### config.mk
export PLATFORM = sky130hd
export DESIGN_NAME = mmu_ctrl
export DESIGN_NICKNAME = d
export VERILOG_FILES = /design/src/rtl/mmu_ctrl.sv
export SDC_FILE = /design/constraint.sdc
export NUM_CORES = 1
export LEC_CHECK = 0
export BUFFER_PORTS_ARGS = -buffer_cell sky130_fd_sc_hd__clkbuf_2
export CAP_MARGIN = 20
export CORE_UTILIZATION = 55
export CTS_BUF_LIST = sky130_fd_sc_hd__clkbuf_16
export DETAILED_ROUTE_END_ITERATION = 12
export PLACE_DENSITY_LB_ADDON = 0.12
export SLEW_MARGIN = 20
export SYNTH_ARGS = -nofsm -noshare
export SYNTH_HDL_FRONTEND = slang
export SYNTH_SLANG_ARGS = --single-unit
### constraint.sdc
create_clock -name clk -period 3.3 [get_ports clk]
set_clock_uncertainty 0.05 [all_clocks]
set_input_delay 0.33 -clock clk [delete_from_list [all_inputs] [get_ports clk]]
set_output_delay 0.33 -clock clk [all_outputs]
set_load 0.1 [all_outputs]
### src/rtl/mmu_ctrl.sv
// Job sequencer for the WIDTH x WIDTH systolic matrix unit: weight tile load,
// data streaming with stall freeze, skewed drain and result addressing.
module mmu_ctrl #(
    parameter int WIDTH   = 16,
    parameter int ADDR_W  = 8,
    parameter int OUT_LAT = 2*WIDTH
) (
    input  logic              clk,
    input  logic              reset,
    input  logic              start,
    input  logic [7:0]        num_rows,
    input  logic              stall,
    output logic              busy,
    output logic              done,
    output logic              wwrite,
    output logic              w_rd_en,
    output logic [ADDR_W-1:0] w_rd_addr,
    output logic              active,
    output logic              d_rd_en,
    output logic [ADDR_W-1:0] d_rd_addr,
    output logic              out_wr_en,
    output logic [ADDR_W-1:0] out_wr_addr
);

    typedef enum logic [1:0] {S_IDLE, S_WLOAD, S_EXEC, S_FIN} state_t;

    localparam logic [15:0] WL = 16'(WIDTH);
    localparam logic [15:0] OL = 16'(OUT_LAT);

    state_t      state;
    logic [15:0] cnt;
    logic [7:0]  nr;
    logic [15:0] last;

    assign last = {8'd0, nr} + OL - 16'd1;

    // Outputs are registered from the current state and count, so every
    // phase appears on the pins one cycle after the state is entered.
    always_ff @(posedge clk or posedge reset) begin
        if (reset) begin
            state       <= S_IDLE;
            cnt         <= '0;
            nr          <= '0;
            busy        <= 1'b0;
            done        <= 1'b0;
            wwrite      <= 1'b0;
            w_rd_en     <= 1'b0;
            w_rd_addr   <= '0;
            active      <= 1'b0;
            d_rd_en     <= 1'b0;
            d_rd_addr   <= '0;
            out_wr_en   <= 1'b0;
            out_wr_addr <= '0;
        end else begin
            wwrite    <= 1'b0;
            w_rd_en   <= 1'b0;
            active    <= 1'b0;
            d_rd_en   <= 1'b0;
            out_wr_en <= 1'b0;
            done      <= 1'b0;
            busy      <= (state != S_IDLE) || start;
            case (state)
                S_IDLE: begin
                    if (start) begin
                        nr          <= num_rows;
                        cnt         <= '0;
                        w_rd_addr   <= '0;
                        d_rd_addr   <= '0;
                        out_wr_addr <= '0;
                        state       <= S_WLOAD;
                    end
                end
                S_WLOAD: begin
                    // Bottom row goes in first; stall cannot break the chain.
                    wwrite    <= 1'b1;
                    w_rd_en   <= 1'b1;
                    w_rd_addr <= ADDR_W'(WL - 16'd1 - cnt);
                    if (cnt == WL - 16'd1) begin
                        cnt   <= '0;
                        state <= S_EXEC;
                    end else begin
                        cnt <= cnt + 16'd1;
                    end
                end
                S_EXEC: begin
                    if (cnt < {8'd0, nr}) begin
                        d_rd_addr <= ADDR_W'(cnt);
                        d_rd_en   <= !stall;
                    end
                    if (cnt >= OL) begin
                        out_wr_addr <= ADDR_W'(cnt - OL);
                        out_wr_en   <= !stall;
                    end
                    if (!stall) begin
                        active <= 1'b1;
                        if (cnt == last) begin
                            cnt   <= '0;
                            state <= S_FIN;
                        end else begin
                            cnt <= cnt + 16'd1;
                        end
                    end
                end
                S_FIN: begin
                    done  <= 1'b1;
                    state <= S_IDLE;
                end
                default: state <= S_IDLE;
            endcase
        end
    end

endmodule
# Word-level counts from Yosys, hierarchy flattened
# Cells that the tools add are included.
[classes] mux=24 n_reduce_logical=13 magnitude_cmp=2 n_bitwise=0 div=0 shifts=0 n_addsub=5 n_eq_ne=11 mul=0
[ops] op="$mux 16" count=4
[ops] op="$pmux 16 s3" count=1
[ops] op="$pmux 8 s2" count=3
[ops] op="$mux 8" count=3
[ops] op="$add 16x1->16 const B" count=1
[ops] op="$eq 16x16->1" count=1
[ops] op="$eq 16x4->1 const B" count=1
[ops] op="$ge 16x6->1 const B" count=1
[ops] op="$lt 16x8->1" count=1
[ops] op="$ne 2x2->1 const B" count=6
[ops] op="$sub 9x1->10 const B" count=1
[ops] op="$add 8x6->9 const B" count=1
[ops] op="$reduce_and 3->1" count=3
[ops] op="$mux 1" count=8
[ops] op="$mux 2" count=4
[ops] op="$pmux 2 s4" count=1
[ops] op="$sub 4x8->8 const A" count=1
[ops] op="$sub 8x6->8 const B" count=1
[ops] op="$reduce_bool 2->1" count=3
[ops] op="$eq 2x2->1 const B" count=2
[ops] op="$reduce_and 2->1" count=2
[ops] op="$reduce_and 4->1" count=1
[ops] op="$reduce_bool 3->1" count=1
[ops] op="$eq 2x1->1 const B" count=1
[ops] op="other kinds (3)" count=3
[totals] regBits=56 out_inout_bits=31 mem_count=0 inputBits=12 elab_cells=67 latchBits=0 mem_bits_ro=0 mem_bits_rw=0

# Longest topological paths before layout
# Gate-level depths: netlist of run 1.
[logic_depth] word_depth=6 mapped_depth=10 depth_no_buf=9

# Worst setup path before layout of run 1
# No wires, ideal clock.
[synth_timing] path_type="register -> register" startpoint="reg nr[0]" endpoint="reg state[1]" arrival_ns=2.431 slack_ns=0.694 setup_time_ns=0.125 required_ns=3.125 n_path_buf=0 synth_period_minus_slack_ns=2.606 stages_incl_launch_ff=9 cell_sequence="dfrtp_1 -> inv_1 -> ha_1 -> or4b_4 -> a221o_1 -> nand2_1 -> o2111ai_2 -> o41ai_1 -> mux2_2"
[synth_between] elab_chain_cells=5
[synth_rtl] element="start: declaration" line_no="32" rtl="logic [7:0] nr;"
[synth_rtl] element="start signal: assignment" line_no="65" rtl="nr <= num_rows;"
[synth_rtl] element="$add 8x6->9" line_no="35" rtl="assign last = {8'd0, nr} + OL - 16'd1;"
[synth_rtl] element="$sub 9x1->10" line_no="35"
[synth_rtl] element="$eq 16x16->1" line_no="96" rtl="if (cnt == last) begin"
[synth_rtl] element="$ne 2x2->1 (no line)"
[synth_rtl] element="$reduce_and 4->1 (no line)"
[synth_rtl] element="end signal: assignment" line_no="41" rtl="state <= S_IDLE;"
[synth_rtl] element="end signal: assignment" line_no="98" rtl="state <= S_FIN;"
[synth_rtl] element="end signal: assignment" line_no="106" rtl="state <= S_IDLE;"
[synth_rtl] element="end: declaration" line_no="30" rtl="state_t state;"
# No other way between the ends.
# A chain may end at the register's enable or synchronous reset.

# Final worst setup path of run 1
[layout_timing] startpoint="reg nr[1]" endpoint="reg cnt[5]"
[layout_between] elab_chain_cells=6
[layout_rtl] element="$add 8x6->9" line_no="35"
[layout_rtl] element="$sub 9x1->10" line_no="35"
[layout_rtl] element="$eq 16x16->1" line_no="96"
[layout_rtl] element="$mux 16" line_no="96"
[layout_rtl] element="$mux 16" line_no="94" rtl="if (!stall) begin"
[layout_rtl] element="$pmux 16 s3" line_no="62" rtl="case (state)"
[layout_rtl] element="end signal: assignment" line_no="82" rtl="cnt <= cnt + 16'd1;"
[layout_rtl] element="end signal: assignment" line_no="100" rtl="cnt <= cnt + 16'd1;"
[layout_rtl] element="end: declaration" line_no="31" rtl="logic [15:0] cnt;"
# No other way between the ends. The select of a mux whose other input is x is not followed.

==> results of run 1 <==
==> registers in the layout, summed over array words and instances, names as in the netlist <==
signal / count
nr: 8
w_rd_en: 1
active: 1
done: 1
cnt: 16
out_wr_addr: 8
d_rd_addr: 8
out_wr_en: 1
busy: 1
state: 2
d_rd_en: 1
w_rd_addr: 8
==> worst paths after layout <==
| check | startpoint | to | slack (ns) | depth (start not counted) |
|---|---|---|---|---|
| min reg2reg | w_rd_addr[1] | w_rd_addr[1] | 0.43 | 2 |
| max reg2reg | nr[1] | cnt[5] | 0.37 | 9 |
| max in group asynchronous | reset | state[1] | 2.40 | 3 |
| min | reset | active | -0.01 | 2 |
| min in group clk | num_rows[4] | nr[4] | 0.21 | 2 |
| max | nr[1] | cnt[5] | 0.37 | 9 |
==> cells in the mapped netlist, drive strengths merged (5+ instances only) <==
library cell / number / area [um^2]
nor3: 19 / 95.1
nand2: 50 / 188
buf: 5 / 28.8
clkbuf: 9 / 33.8
xor2: 6 / 52.6
o21ai: 30 / 150
and3: 8 / 50.1
mux2: 10 / 113
inv: 24 / 90.1
ha: 21 / 263
dfrtp: 56 / 1400
nor2: 20 / 75.1
nand3: 15 / 75.1
o22ai: 6 / 37.5
==> per-layer routing <==
metal	global-route usage	vias up	wire [um]
met5	0	-	0
met4	0.0889	0	114
met3	0.0453	10	429
met2	0.407	88	3350
met1	0.350	1272	3350
li1	-	1298	-
==> where the power goes <==
group          internal, mW  switching, mW
Clock                 0.281          0.250
Sequential            0.686              0
Combinational       0.00570         0.0156
==> through the flow <==
stage               power [mW]  hold slack, ns  cell area (um^2)  utilization  cells
finish                    1.24         -0.0121              3640        0.657    461
global route              1.27          0.0351              3640        0.657    461
CTS                       1.25          0.0103              3640        0.656    461
detailed placement       0.722           0.326              3490        0.630    453
global placement         0.722           0.323              3490        0.630    453
floorplan                0.710           0.431              3190            -    344
==> cells by family after synthesis <==
family / count (synthesis) / share of synthesized area
XOR/XNOR: 10 / 0.0275
flip-flops: 56 / 0.440
adder cells (fa/ha/maj): 21 / 0.0825
AO/OA/AOI/OAI: 64 / 0.140
multiplexers: 14 / 0.0479
AND/OR/NAND/NOR: 141 / 0.214
buffers and inverters: 38 / 0.0479
==> cell type report <==
cell class | instances | area share
Sequential cell | 56 | 0.385
Inverter | 24 | 0.0248
Clock inverter | 3 | 0.00550
Multi-Input combinational cell | 250 | 0.449
Tap cell | 72 | 0.0248
Clock buffer | 5 | 0.0344
Timing Repair Buffer | 51 | 0.0763
==> results.sh, run 1 <==
export IMPL_status="finished, violations left"
export IMPL_violations="negative hold slack"
export IMPL_hp_class="in -> async"
export IMPL_final_nets=421
export IMPL_start_util=0.575
export IMPL_period_needed_ns=2.93
export IMPL_post_place_ws_ns=0.405
export IMPL_syn_num_nets=377
export IMPL_antenna_found_initial=0
export IMPL_num_rows=27
export IMPL_wl_mm=7.24
export IMPL_diodes=0
export IMPL_clk_latency_ns=0.30
export IMPL_via_per_inst=5.79
export IMPL_path_max_fanout=7
export IMPL_cts_resized=0
export IMPL_timing_hold_ws_ns=-0.0121
export IMPL_multi_input_area_mm2=0.00163
export IMPL_setup_tns_ns=0
export IMPL_synth_seq_area_share=0.440
export IMPL_clk_pin_slew_ns=0.07
export IMPL_slowest_stage="a311oi_2"
export IMPL_synth_async_sr_flop_share=1.00
export IMPL_cts_hold_buf=0
export IMPL_setup_worst_path_start_class="flip-flop"
export IMPL_slew_headroom=0.537
export IMPL_synth_area_mm2=0.00319
export IMPL_cts_buffers=5
export IMPL_grt_pass1_wl_mm=12.1
export IMPL_core_mm2=0.00554
export IMPL_final_cell_mix="dfrtp_1 (56), nand2_1 (50), clkbuf_2 (42)"
export IMPL_wl_per_cell_um=15.7
export IMPL_worst_slew_pin_slew_ns=0.690
export IMPL_hold_viol_final=23
export IMPL_rsz0062_at_grt="false"
export IMPL_worstPathRequired_ns=3.42
export IMPL_seq_area_mm2=0.00140
export IMPL_grt_max_degree=34
export IMPL_area_growth_pct=14.2
export IMPL_synth_seq_cells=56
export IMPL_synth_cell_types=53
export IMPL_cts_path_max_buffers=2
export IMPL_synth_main_ff_cell="dfrtp_1"
export IMPL_slowest_delay_ns=0.57
export IMPL_max_clock_freq_mhz=341
export IMPL_io_pins=43
export IMPL_globalplace_congestion=0.798
export IMPL_grt_pass1_vias=2505
export IMPL_cts_tree="yes"
export IMPL_ys_warn_count=0
export IMPL_fillers=457
export IMPL_layout_setup_ws_ns=0.369
export IMPL_cts_sinks=56
export IMPL_cp_arrival_ns=3.05
export IMPL_postCtsSetupRepairBufs=0
export IMPL_dp_hpwl_mm=5.22
export IMPL_post_route_period_util=0.888
export IMPL_crit_buf_inv=2
export IMPL_first_iter_violations=165
export IMPL_cp_end_kind="flip-flop"
export IMPL_dieArea_mm2=0.00610
export IMPL_ant_nets=0
export IMPL_crit_path_cell_trace="inv_1 -> ha_1 -> or4b_4 -> a221o_1 -> nand2_1 -> o2111ai_2 -> a311oi_2 -> buf_4 -> a211oi_1"
export IMPL_power_density_mw_per_mm2=340
export IMPL_die_h_um=78.1
export IMPL_p_leak_nw=1.64
export IMPL_path_class="reg -> reg"
export IMPL_synthCells=344
export IMPL_final_setup_viol_count=0
export IMPL_final_max_slew_viol_count=0
export IMPL_numPortBuffers=42
export IMPL_drc=0
export IMPL_routed_via_count=2668
export IMPL_cts_htree_levels=2
export IMPL_final_common_cell="dfrtp_1"
export IMPL_fp_dieW_um=78.1
export IMPL_dr_pass1_iters=4
export IMPL_cts_root_buf="clkbuf_16"
export IMPL_crit_family="compound AO/OA/AOI/OAI gates"
export IMPL_drv_cap=0
export IMPL_grt_ovfl_total=0
export IMPL_peakVddDrop_v=0.000229
export IMPL_syn_area_per_cell_um2=9.26
export IMPL_grt_usage=0.255
export IMPL_drive_gt1_frac=0.198
export IMPL_synth_edf_count=0
No activity file was read; power rests on OpenSTA's default activity.
==> run 2: changes to the inputs <==
--- a/config.mk
+++ b/config.mk
@@ -15,3 +15,4 @@
 export SYNTH_ARGS = -nofsm -noshare
 export SYNTH_HDL_FRONTEND = slang
 export SYNTH_SLANG_ARGS = --single-unit
+export TNS_END_PERCENT = 30
==> constraint.sdc (replaced) <==
create_clock -name clk -period 3.1 [get_ports clk]
set_clock_uncertainty 0.05 [all_clocks]
set_input_delay 0.31 -clock clk [delete_from_list [all_inputs] [get_ports clk]]
set_output_delay 0.31 -clock clk [all_outputs]
set_load 0.1 [all_outputs]
==> results.sh, run 2 (synthesized netlist as in run 1, its figures left out) <==
export IMPL_fp_dieW_um=78.1
export IMPL_drive_gt1_frac=0.202
export IMPL_num_rows=27
export IMPL_post_route_util=0.665
export IMPL_grt_busiest_layer="met2"
export IMPL_r2r_cells=8
export IMPL_fin_area_mm2=0.00369
export IMPL_dieArea_mm2=0.00610
export IMPL_grt_max_degree=24
export IMPL_status="finished, final reports clean"
export IMPL_first_iter_violations=146
export IMPL_post_route_period_util=0.898
export IMPL_routed_via_count=2644
export IMPL_dr_pass1_iters=4
export IMPL_min_to="nr[4]"
export IMPL_die_h_um=78.1
export IMPL_ant_nets=0
export IMPL_antenna_found_initial=0
export IMPL_placed_area_mm2=0.00351
export IMPL_r2r_start="nr[1]"
export IMPL_start_util=0.575
export IMPL_path_max_fanout=5
export IMPL_power_density_mw_per_mm2=380
export IMPL_cts_hold_buf=1
export IMPL_fin_total_pwr_mw=1.40
export IMPL_final_cells=464
export IMPL_area_growth_pct=15.7
export IMPL_grt_pass1_vias=2553
export IMPL_drv_cap=0
export IMPL_io_pins=43
export IMPL_final_nets=424
export IMPL_post_place_cells=455
export IMPL_worst_slew_pin_slew_ns=0.733
export IMPL_top_register="cnt"
export IMPL_cts_root_buf="clkbuf_16"
export IMPL_core_mm2=0.00554
export IMPL_rrSetupSlack_ns=0.31
export IMPL_final_common_cell="dfrtp_1"
export IMPL_cts_resized=0
export IMPL_use_met3=0.0419
export IMPL_final_setup_viol_count=0
export IMPL_grt_ovfl_total=0
export IMPL_largest_reg_flops=16
export IMPL_dp_hpwl_mm=5.29
export IMPL_numPortBuffers=42
export IMPL_p_leak_nw=1.67
export IMPL_max_clock_freq_mhz=359
export IMPL_cp_end_kind="flip-flop"
export IMPL_peakVddDrop_v=0.000278
export IMPL_globalplace_congestion=0.848
export IMPL_postCtsSetupRepairBufs=0
export IMPL_diodes=0
export IMPL_cts_path_max_buffers=2
export IMPL_cp_arrival_ns=2.92
export IMPL_hold_viol_final=0
export IMPL_slew_headroom=0.508
export IMPL_final_cell_mix="dfrtp_1 (56), nand2_1 (50), clkbuf_2 (42)"
export IMPL_grt_pass1_wl_mm=12.3
export IMPL_post_place_ws_ns=0.308
export IMPL_wl_per_cell_um=15.9
export IMPL_setup_worst_path_start_class="flip-flop"
export IMPL_worstPathRequired_ns=3.23
export IMPL_wl_mm=7.37
export IMPL_grt_usage=0.259
export IMPL_layout_setup_ws_ns=0.315
export IMPL_met1_usage=0.350
export IMPL_via_per_inst=5.70
export IMPL_drc=0
export IMPL_timing_hold_ws_ns=0.193
export IMPL_hp_class="in -> reg"
export IMPL_final_max_slew_viol_count=0
export IMPL_cts_htree_levels=2
export IMPL_hold_path_depth=2
export IMPL_cts_buffers=5
export IMPL_setup_tns_ns=0
export IMPL_path_class="reg -> reg"
export IMPL_clk_pin_slew_ns=0.07
export IMPL_r2r_end="state[1]"
export IMPL_use_met2=0.431
export IMPL_clk_latency_ns=0.29
export IMPL_hold_start="num_rows[4]"
export IMPL_rsz0062_at_grt="false"
export IMPL_cts_tree="yes"
export IMPL_period_needed_ns=2.79
export IMPL_cts_sinks=56
==> run 2: changes by cell type in the layout (fill, tap and decap cells not counted), sizes merged <==
cell	delta
bufinv	+1
buf	+2
dlygate4sd3	+1
clkinv	-1
inv	+1
clkinvlp	-1
==> run 2: worst max path at each step <==
stage	cells after the start	endpoint	slack (ns)	startpoint
after floorplan	8	state[1]	0.49	nr[0]
after global placement	8	state[1]	0.37	nr[0]
after detailed placement	8	state[1]	0.31	nr[1]
after CTS	8	state[1]	0.30	nr[1]
after global routing	8	state[1]	0.14	nr[1]
final	8	state[1]	0.31	nr[1]
==> run 2: layout make-up <==
class / instances / area, um^2
Multi-Input combinational cell: 250 / 1630
Sequential cell: 56 / 1400
Fill cell: 468 / 1850
Tap cell: 72 / 90.1
Timing Repair Buffer: 54 / 303
Clock inverter: 3 / 42.5
Clock buffer: 5 / 125
Inverter: 24 / 90.1
==> run 2: report_power, final <==
group	switching (mW)	leakage (nW)	internal [mW]	total, mW
combinational	0.0174	0.870	0.00771	0.0251
sequential	0	0.712	0.730	0.730
clock	0.264	0.0856	0.382	0.646
total	0.282	1.67	1.12	1.40
==> run 2: layer usage <==
metal  wire, um  part of all wire
met5          0                 0
met4         71            0.0096
met3        335             0.045
met2       3640              0.49
met1       3320              0.45
==> run 2: critical path, cell delays in order (launching register included) <==
cell	delay, ns
dfrtp_1	0.40
inv_1	0.09
ha_1	0.24
or4b_4	0.50
a221o_1	0.35
nand2_1	0.08
o2111ai_2	0.21
o41ai_1	0.38
mux2_2	0.37
